`src/rtl/ps2_pkg.sv`:
```
// Shared definitions for the PS/2 set-2 scancode decoder: prefix and shift
// codes, the decoder FSM state type and the scancode-to-ASCII lookup.
package ps2_pkg;

  localparam logic [7:0] SC_BREAK  = 8'hF0;
  localparam logic [7:0] SC_EXT    = 8'hE0;
  localparam logic [7:0] SC_LSHIFT = 8'h12;
  localparam logic [7:0] SC_RSHIFT = 8'h59;

  typedef enum logic [1:0] {
    IDLE    = 2'd0,
    BRK     = 2'd1,
    EXT     = 2'd2,
    EXT_BRK = 2'd3
  } state_t;

  // Set-2 make code to ASCII. Unmapped codes return 8'h00. With shift set,
  // letters become uppercase and the digit row yields its shifted symbols.
  function automatic logic [7:0] sc2ascii(input logic [7:0] sc, input logic shift);
    logic [7:0] base;
    logic [7:0] result;
    case (sc)
      8'h16: base = "1";
      8'h1E: base = "2";
      8'h26: base = "3";
      8'h25: base = "4";
      8'h2E: base = "5";
      8'h36: base = "6";
      8'h3D: base = "7";
      8'h3E: base = "8";
      8'h46: base = "9";
      8'h45: base = "0";
      8'h1C: base = "a";
      8'h32: base = "b";
      8'h21: base = "c";
      8'h23: base = "d";
      8'h24: base = "e";
      8'h2B: base = "f";
      8'h34: base = "g";
      8'h33: base = "h";
      8'h43: base = "i";
      8'h3B: base = "j";
      8'h42: base = "k";
      8'h4B: base = "l";
      8'h3A: base = "m";
      8'h31: base = "n";
      8'h44: base = "o";
      8'h4D: base = "p";
      8'h15: base = "q";
      8'h2D: base = "r";
      8'h1B: base = "s";
      8'h2C: base = "t";
      8'h3C: base = "u";
      8'h2A: base = "v";
      8'h1D: base = "w";
      8'h22: base = "x";
      8'h35: base = "y";
      8'h1A: base = "z";
      8'h29: base = 8'h20;
      8'h5A: base = 8'h0D;
      default: base = 8'h00;
    endcase

    result = base;
    if (shift) begin
      if (base >= "a" && base <= "z") begin
        result = base - 8'h20;
      end else begin
        case (base)
          "1": result = "!";
          "2": result = "@";
          "3": result = "#";
          "4": result = "$";
          "5": result = "%";
          "6": result = "^";
          "7": result = "&";
          "8": result = "*";
          "9": result = "(";
          "0": result = ")";
          default: result = base;
        endcase
      end
    end
    return result;
  endfunction

endpackage

```
`src/rtl/ps2_char_fifo.sv`:
```
// Synchronous character FIFO. A push while full is accepted only when a pop
// happens in the same cycle. When the FIFO is empty, head keeps showing the
// last character popped.
module ps2_char_fifo #(
  parameter int DEPTH = 8,
  parameter int WIDTH = 8
) (
  input  logic             clk,
  input  logic             resetn,
  input  logic             push,
  input  logic [WIDTH-1:0] din,
  input  logic             pop,
  output logic             full,
  output logic             empty,
  output logic [WIDTH-1:0] head
);

  localparam int            AW       = $clog2(DEPTH);
  localparam logic [AW:0]   FULL_LVL = (AW + 1)'(DEPTH);

  logic [WIDTH-1:0] mem [DEPTH];
  logic [AW-1:0]    wr_ptr;
  logic [AW-1:0]    rd_ptr;
  logic [AW:0]      level;
  logic [WIDTH-1:0] hold;
  logic             do_push;
  logic             do_pop;

  assign full    = (level == FULL_LVL);
  assign empty   = (level == '0);
  assign do_pop  = pop && !empty;
  assign do_push = push && (!full || do_pop);
  assign head    = empty ? hold : mem[rd_ptr];

  // Pointer, level and hold-register bookkeeping.
  always_ff @(posedge clk or negedge resetn) begin
    // NOTE: non-blocking assignments keep every register reading the values from before this edge.
    if (!resetn) begin
      wr_ptr <= '0;
      rd_ptr <= '0;
      level  <= '0;
      hold   <= '0;
    end else begin
      if (do_push) wr_ptr <= wr_ptr + AW'(1);
      if (do_pop) begin
        rd_ptr <= rd_ptr + AW'(1);
        hold   <= mem[rd_ptr];
      end
      case ({do_push, do_pop})
        2'b10:   level <= level + 1'b1;
        2'b01:   level <= level - 1'b1;
        default: level <= level;
      endcase
    end
  end

  // Storage array write.
  always_ff @(posedge clk) begin
    // NOTE: storage is not reset; an entry is only read after it has been written, so a reset would buy nothing.
    if (do_push) mem[wr_ptr] <= din;
  end

endmodule

```
`src/rtl/ps2_scancode_decoder.sv`:
```
// PS/2 set-2 scancode stream to ASCII character stream. Tracks break (F0)
// and extended (E0) prefixes, the held key and a press counter, and queues
// decoded characters in a FIFO with a valid/ready output.
// Optional feature macro: PS2_SHIFT_EN enables shift-key tracking
// (uppercase letters and shifted digit symbols).
module ps2_scancode_decoder
  import ps2_pkg::*;
#(
  parameter int FIFO_DEPTH = 8,
  parameter int CNT_W      = 8,
  parameter int REPEAT     = 0
) (
  input  logic             clk,
  input  logic             resetn,
  input  logic             sc_valid,
  input  logic [7:0]       sc_data,
  output logic             ch_valid,
  output logic [7:0]       ch_data,
  input  logic             ch_ready,
  output logic             key_held,
  output logic [7:0]       last_scan,
  output logic [7:0]       last_ascii,
  output logic [CNT_W-1:0] press_cnt,
  output logic             ovf
);

  state_t     state;
  state_t     state_nxt;
  logic       is_make;
  logic       is_ext_make;
  logic       is_break;
  logic       shift_key;
  logic       shift;
  logic       new_key;
  logic       rpt_key;
  logic [7:0] ascii;
  logic       push_req;
  logic       pop;
  logic       fifo_full;
  logic       fifo_empty;

  // Prefix FSM state register.
  always_ff @(posedge clk or negedge resetn) begin
    if (!resetn) state <= IDLE;
    else         state <= state_nxt;
  end

  // Next state and byte classification; advances only on sc_valid.
  always_comb begin
    // NOTE: every output gets a default first so no path leaves it unassigned and infers a latch.
    state_nxt   = state;
    is_make     = 1'b0;
    is_ext_make = 1'b0;
    is_break    = 1'b0;
    if (sc_valid) begin
      case (state)
        IDLE: begin
          if (sc_data == SC_EXT)        state_nxt = EXT;
          else if (sc_data == SC_BREAK) state_nxt = BRK;
          else                          is_make   = 1'b1;
        end
        BRK: begin
          is_break  = 1'b1;
          state_nxt = IDLE;
        end
        EXT: begin
          if (sc_data == SC_BREAK) begin
            state_nxt = EXT_BRK;
          end else begin
            is_ext_make = 1'b1;
            state_nxt   = IDLE;
          end
        end
        EXT_BRK: state_nxt = IDLE;
        default: state_nxt = IDLE;
      endcase
    end
  end

`ifdef PS2_SHIFT_EN
  assign shift_key = (sc_data == SC_LSHIFT) || (sc_data == SC_RSHIFT);

  // Shift state: set by a shift make, cleared by a shift break.
  always_ff @(posedge clk or negedge resetn) begin
    if (!resetn)                       shift <= 1'b0;
    else if (is_make && shift_key)     shift <= 1'b1;
    else if (is_break && shift_key)    shift <= 1'b0;
  end
`else
  assign shift_key = 1'b0;
  assign shift     = 1'b0;
`endif

  // A make is a new press unless it repeats the key already held.
  assign new_key  = is_make && !shift_key && (!key_held || (sc_data != last_scan));
  assign rpt_key  = is_make && !shift_key && !new_key;
  assign ascii    = sc2ascii(sc_data, shift);
  assign push_req = (new_key || (rpt_key && (REPEAT != 0))) && (ascii != 8'h00);
  assign pop      = ch_valid && ch_ready;
  assign ch_valid = !fifo_empty;

  // Held-key tracking and last decoded make.
  always_ff @(posedge clk or negedge resetn) begin
    if (!resetn) begin
      key_held   <= 1'b0;
      last_scan  <= '0;
      last_ascii <= '0;
    end else if (new_key) begin
      key_held   <= 1'b1;
      last_scan  <= sc_data;
      last_ascii <= ascii;
    end else if (is_break && (sc_data == last_scan)) begin
      key_held   <= 1'b0;
    end
  end

  // Press counter: new non-extended presses and extended makes; wraps.
  always_ff @(posedge clk or negedge resetn) begin
    if (!resetn)                     press_cnt <= '0;
    else if (new_key || is_ext_make) press_cnt <= press_cnt + 1'b1;
  end

  // Sticky overflow: a push found the FIFO full with no pop to make room.
  always_ff @(posedge clk or negedge resetn) begin
    if (!resetn)                             ovf <= 1'b0;
    else if (push_req && fifo_full && !pop)  ovf <= 1'b1;
  end

  ps2_char_fifo #(
    .DEPTH (FIFO_DEPTH),
    .WIDTH (8)
  ) u_fifo (
    .clk    (clk),
    .resetn (resetn),
    .push   (push_req),
    .din    (ascii),
    .pop    (pop),
    .full   (fifo_full),
    .empty  (fifo_empty),
    .head   (ch_data)
  );

endmodule

```
`config.mk`:
```
export PLATFORM = sky130hd
export DESIGN_NAME = ps2_scancode_decoder
export DESIGN_NICKNAME = d
export VERILOG_FILES = /design/src/rtl/ps2_pkg.sv /design/src/rtl/ps2_char_fifo.sv /design/src/rtl/ps2_scancode_decoder.sv
export SDC_FILE = /design/constraint.sdc
export NUM_CORES = 1
export LEC_CHECK = 0
export BUFFER_PORTS_ARGS = -buffer_cell sky130_fd_sc_hd__buf_2
export CAP_MARGIN = 20
export CORE_ASPECT_RATIO = 1.25
export CORE_MARGIN = 2
export CORE_UTILIZATION = 50
export CTS_CLUSTER_DIAMETER = 100
export CTS_CLUSTER_SIZE = 10
export DETAILED_ROUTE_END_ITERATION = 10
export PLACE_DENSITY = 0.68
export SKIP_LAST_GASP = 1
export SYNTH_ARGS = -nofsm -noshare
export SYNTH_HDL_FRONTEND = slang
export SYNTH_SLANG_ARGS = --single-unit
```
`constraint.sdc`:
```
create_clock -name clk -period 6.55 [get_ports clk]
set_input_delay 1.965 -clock clk [delete_from_list [all_inputs] [get_ports clk]]
set_output_delay 1.965 -clock clk [all_outputs]
set_load 0.05 [all_outputs]
```
## Word level (Yosys, flattened, before mapping)

Memory sizes are Yosys's and may differ from the RTL's.
Cells that the tools add are included.

| word-level totals | value |
|---|---|
| register bits after elaboration | 46 |
| bits in latches | 0 |
| RAM bits | 64 |
| ROM bits | 896 |
| bits of input ports | 12 |
| output and inout port bits | 35 |
| logic and storage cells | 69 |
| memories kept | 2 |

| operators by class | value |
|---|---|
| add/subtract/negate cells | 5 |
| multipliers | 0 |
| divide/modulo/power cells | 0 |
| magnitude comparators | 0 |
| eq/ne operators | 11 |
| shifts and indexed selects | 0 |
| multiplexer cells | 19 |
| bitwise logic cells | 0 |
| reductions and logical operators | 22 |

Memory list:

| memory | words | bits a word | read ports | clocked after memory_dff | write ports | line | text |
|---|---|---|---|---|---|---|---|
| (no name shown) | 128 | 7 | 1 | 0 | 0 | ps2_pkg.sv:22 | `case (sc)` |
| u_fifo.mem | 8 | 8 | 1 | 0 | 1 | ps2_char_fifo.sv:21 | `logic [WIDTH-1:0] mem [DEPTH];` |

Operator list:

| operator | count |
|---|---|
| 8-bit == test, second input constant | 2 |
| 8-bit 2-to-1 mux | 2 |
| 1-bit 2-to-1 mux | 12 |
| 8-bit by 1-bit adder with 8-bit output, second input constant | 1 |
| 8-bit == test | 1 |
| 1-bit logical AND | 8 |
| 8-bit inequality test | 1 |
| 4-bit case mux with 2 select lines | 1 |
| 8-bit nonzero test | 1 |
| 3-bit by 1-bit adder with 3-bit output, second input constant | 2 |
| 2-bit == test, second input constant | 3 |
| 2-bit 2-to-1 mux | 3 |
| 2-bit case mux with 3 select lines | 1 |
| 4-bit by 1-bit adder with 4-bit output, second input constant | 1 |
| 2-bit by 1-bit == test with 1-bit output, second input constant | 2 |
| 4-bit == test, second input constant | 1 |
| 1-bit logical NOT | 4 |
| 4-bit logical NOT | 1 |
| 2-bit nonzero test | 2 |
| 4-bit by 1-bit subtractor with 4-bit output, second input constant | 1 |
| 1-bit logical OR | 3 |
| 3-bit inequality test, second input constant | 1 |
| 2-bit logical NOT | 1 |
| 2-bit AND reduction | 1 |
| 2-bit OR reduction | 1 |

## Logic depth before layout (Yosys ltp)

| depth | value |
|---|---|
| word-level depth | 10 |
| mapped depth | 19 |
| depth with buffers taken out | 16 |

## By module

From an unflattened synthesis, not the netlist that was laid out.

| second synthesis, totals | value |
|---|---|
| cell total of the unflattened synthesis | 473 |
| area, all modules | 5810.6 µm² |

By module, submodules not included:

| module | instances | cells each | area an instance (µm²) | sequential area each (µm²) |
|---|---|---|---|---|
| ps2_char_fifo | 1 | 226 | 3458.3 | 2372.3 |
| ps2_scancode_decoder | 1 | 247 | 2352.3 | 675.6 |

## Worst setup path after synthesis

No wires, ideal clock.

| timing path | value |
|---|---|
| path kind | input to register |
| start point | input sc_data[1] |
| end point | register u_fifo.level[3] |
| setup time | 0.125 ns |
| arrival | 5.056 ns |
| required time | 6.425 ns |
| path slack | 1.369 ns |
| stages | 18 |
| buffers on the path | 2 |
| path through | buf_2 inv_1 ha_1 or2_1 a311oi_2 o22ai_1 a31o_1 nor4_4 a21oi_2 buf_6 inv_2 ha_1 ha_1 a21o_1 a21oi_1 xnor2_1 nor2_1 xor2_1 |

| between the ends | value |
|---|---|
| elaborated cells on any way between the ends | 18 |
| those cells by class | eq/ne (5); mux (6); reduce/logical (6); memory (1) |

RTL lines:

| what | line | text |
|---|---|---|
| from (decl) | ps2_scancode_decoder.sv:16 | `input logic [7:0] sc_data,` |
| memory 128 x 7 bit (*) | n/a |  |
| 8-bit 2-to-1 mux (*) | ps2_pkg.sv:22 |  |
| net ascii[5] | ps2_scancode_decoder.sv:36 | `logic [7:0] ascii;` |
| 8-bit nonzero test (*) | ps2_scancode_decoder.sv:98 | `assign push_req = (new_key \|\| (rpt_key && (REPEAT != 0))) && (ascii != 8'h00);` |
| 1-bit logical AND (*) | ps2_scancode_decoder.sv:98 |  |
| 1-bit logical AND (*) | ps2_char_fifo.sv:32 | `assign do_push = push && (!full \|\| do_pop);` |
| 2-bit by 1-bit == test with 1-bit output / 2-bit == test (equally long branches) | ps2_char_fifo.sv:49 | `case ({do_push, do_pop})` |
| 4-bit case mux with 2 select lines / 2-bit nonzero test (equally long branches) | n/a |  |
| to (signal assigned) | ps2_char_fifo.sv:50 | `2'b10: level <= level + 1'b1;` |
| to (signal assigned) | ps2_char_fifo.sv:51 | `2'b01: level <= level - 1'b1;` |
| to (signal assigned) | ps2_char_fifo.sv:52 | `default: level <= level;` |
| to (decl) | ps2_char_fifo.sv:24 | `logic [AW:0] level;` |

The timed path passes the listed nets; every way through them passes the cells marked *.
A chain may end at the register's enable or synchronous reset.

## Worst setup path after layout

| timing path | value |
|---|---|
| start point | input sc_data[3] |
| end point | register u_fifo.level[3] |

Same word-level chain as after synthesis.

==> metrics <==
CTS root buf=clkbuf_16; largest family of logic cells by synthesized area=simple AND/OR/NAND/NOR gates; clock buffer count from CTS=9; global route overflow=0; cts hold-fix bufs=0; post-CTS setup buffers=0; Worst VDD drop=0.204 mV; detailed-route DRC error count=0; die height=118 um; drt first pass iters=5; routed len/inst=18.7 um; min-delay src=press_cnt[7]; starting density of the core=0.515; Pleak=~2.3 nW; slew at the pin with the worst max-slew slack=1010 ps; CTS tree=built; Min Hold Slack=476 ps; initial drt markers=238; Slew HR=0.324; Slew Viols, Final=0; FF/Latch Area=~2800 um^2; fmax=0.182 GHz; vias in the first global route=3391; Die ar.=11300 um^2; vias per cell=5.94; input/output buffers=44; Max clock buf depth=2; fin nets=roughly 480; H-Tree Depth=3; Final Hold Fails=0; area of the multi-input gates=2220 um^2; post-route ant nets=0; Crit Path Max Fanout=38; Non-Filler Instances=just under 600; cell taking the most area after synthesis=edfxtp_1; largest net degree at the start of global routing=45; area share of the largest cell type after synthesis=0.321; Tmin final=5480 ps; register area share after synthesis=0.532; status=finished, final reports clean; YS warnings=0; post-synth cell types=69; post_cts resized=0; Crit Path Class=primary input to flop; post-place setup slack=748 ps; Avg Inst Size Synth=between 10 and 15 um^2; Seq cells post-synth=100; Tcrit/Tclk final=0.837; vias after detailed routing=approximately 3500; crit path capture type=flop; Layout fillers=861; XOR/XNOR Fraction of Synth Area=0.0385; synthesized netlist cell count=421; Mapped Area=5230 um^2; synth-to-layout area growth=10.2%; global-route wire length before repair=between 15 and 20 mm; placed insts=569; RSZ-0062 raised after global routing=no; FP Rows=41; Post-synth ARST share=0.440; startpoint type of the worst setup path=primary input; adder-cell area share of the yosys netlist=0.0349; reg2reg start=u_fifo.level[0]; CP peak stage delay=630 ps; clk sink count=100; first element of the critical path=sc_data[3]; post-route clock skew=16.3 ps; Post-synth EDFFs=56; Tot Pwr=roughly 0.0023 W; crit path max-delay cell type=a211oi_2; core area=10200 um^2; Area contributors post-synth=edfxtp_1 (32%), dfrtp_1 (21%), mux4_2 (6.0%), mux2_2 (3.4%), ha_1 (3.1%); gr usage total=0.206; proportion of synthesized area in mux cells=0.119; worst skew pair latency=340 ps; top_reg_cell synth=edfxtp_1; DRT Wirelength=11.0 mm; power per cell area=between 300 and 400 nW/um^2; number of I/O pins=47; antenna diode count=0; simple-gate share of the synthesized area=0.127; Synth Area in Compound Gates=0.103; share of layout cells above drive strength 1=0.232; gpl congestion=0.954; final HPWL from detailed placement=7.54 mm; die width=roughly 96 um; Max-cap violations=0; initial antenna violation count=0; setup tns final=0 ps; Crit path required time=between 6000 and 7000 ps; final worst slack=1070 ps; clk slew on worst S/H paths=80 ps; class of the worst hold path=flop to flop; critical path cell sequence=buf_2 > inv_2 > o41ai_1 > a21oi_1 > a211oi_2 > nor4_4 > a21oi_2 > inv_2 > ha_1 > ha_1 > a21o_1 > a21oi_1 > xnor2_1 > nor2_1 > xor2_1; Worst EP arrival=5710 ps; final setup fails=0
metrics by stage:
stage | instance area, um^2 | utilization
floorplan | 5240 | -
global placement | 5470 | 0.538
detailed placement | 5470 | 0.538
CTS | 5750 | 0.566
global route | 5770 | 0.568
finish | 5770 | 0.568
metal layers:
| metal | share of wire | track usage | up-vias |
|---|---|---|---|
| li1 | - | - | 1635 |
| met1 | 0.41 | 0.257 | 1702 |
| met2 | 0.51 | 0.337 | 123 |
| met3 | 0.056 | 0.0529 | 21 |
| met4 | 0.027 | 0.0839 | 0 |
| met5 | 0 | 0 | - |
kinds of logic (layout without fill, tap and decap cells):
| logic type | Yosys count | count (layout) |
|---|---|---|
| xor gates and xnor gates | 23 | 23 |
| DFF | 100 | 100 |
| other | 1 | 2 |
| AOI/OAI and AO/OA | 77 | 77 |
| muxes | 42 | 42 |
| and+or+nand+nor | 119 | 119 |
| adders and majority gates | 14 | 14 |
| buffers and inverters | 45 | 80 |
final cells by class:
class                   count  area share
clock buffers               9      0.0390
repair buffers             48      0.0455
inverters                  16      0.0104
multi-input cells         277       0.385
flip-flops and latches    100       0.482
well taps                 129      0.0280
clock inverters             7     0.00976
layout by cell type, fill, tap and decap left out, types with 4 or more instances in the layout:
| cell | n |
|---|---|
| a211oi_1 | 4 |
| a21oi_1 | 17 |
| nand2b_1 | 12 |
| nand2_1 | 29 |
| o21ai_0 | 17 |
| clkbuf_16 | 9 |
| xor2_1 | 5 |
| and3_1 | 6 |
| xnor2_1 | 18 |
| nor3_1 | 11 |
| nor2_1 | 22 |
| edfxtp_1 | 56 |
| o31ai_1 | 4 |
| inv_1 | 13 |
| dfrtp_1 | 44 |
| nand4_1 | 7 |
| ha_1 | 13 |
| nor2b_1 | 8 |
| mux4_2 | 14 |
| mux2i_1 | 9 |
| buf_2 | 44 |
| mux2_2 | 16 |
synthesized netlist by cell type, drive strengths merged (3+ instances only):
library cell  instances
a31oi                 3
nand3                 3
nor2b                 8
ha                   13
and4b                 3
nor2                 22
o31ai                 4
xor2                  5
dfrtp                44
nand2                29
a311oi                4
and3                  6
edfxtp               56
buf                  22
a31o                  3
mux2                 19
o21ai                18
inv                  16
nand4                 7
clkbuf                7
a21oi                18
xnor2                18
nand2b               12
or2                   3
nor3                 11
mux4                 14
mux2i                 9
a211oi                6
registers in the layout (all words and copies together), names as in the netlist:
| register | count |
|---|---|
| ovf | 1 |
| press_cnt | 8 |
| u_fifo.rd_ptr | 3 |
| state | 2 |
| last_ascii | 7 |
| u_fifo.mem | 56 |
| key_held | 1 |
| last_scan | 8 |
| u_fifo.hold | 7 |
| u_fifo.wr_ptr | 3 |
| u_fifo.level | 4 |
critical path, delay by kind of cell:
family	cells	cell delay [ps]
AND/OR/NAND/NOR	2	190
AO/OA/AOI/OAI	6	1980
XOR/XNOR	2	290
buffers and inverters	3	770
adder cells (fa/ha/maj)	2	500
where the power goes:
part | internal, W | switching (W) | leakage (nW)
registers | 0.000787 | 0.000144 | 1.06
clock network | 0.000263 | 0.000236 | 0.142
logic | 0.000312 | 0.000534 | 1.11
worst paths after layout:
path | depth (start not counted) | to | slack (ps)
setup reg to reg | 11 | u_fifo.level[3] | 3480
max in group asynchronous | 2 | u_fifo.wr_ptr[1] | 4640
hold reg to reg | 1 | press_cnt[7] | 480
setup / recovery | 15 | u_fifo.level[3] | 1070
hold / removal | 1 | press_cnt[7] | 480
min in group asynchronous | 1 | u_fifo.hold[5] | 1450
Note: power is estimated with default switching activity, not from simulation.
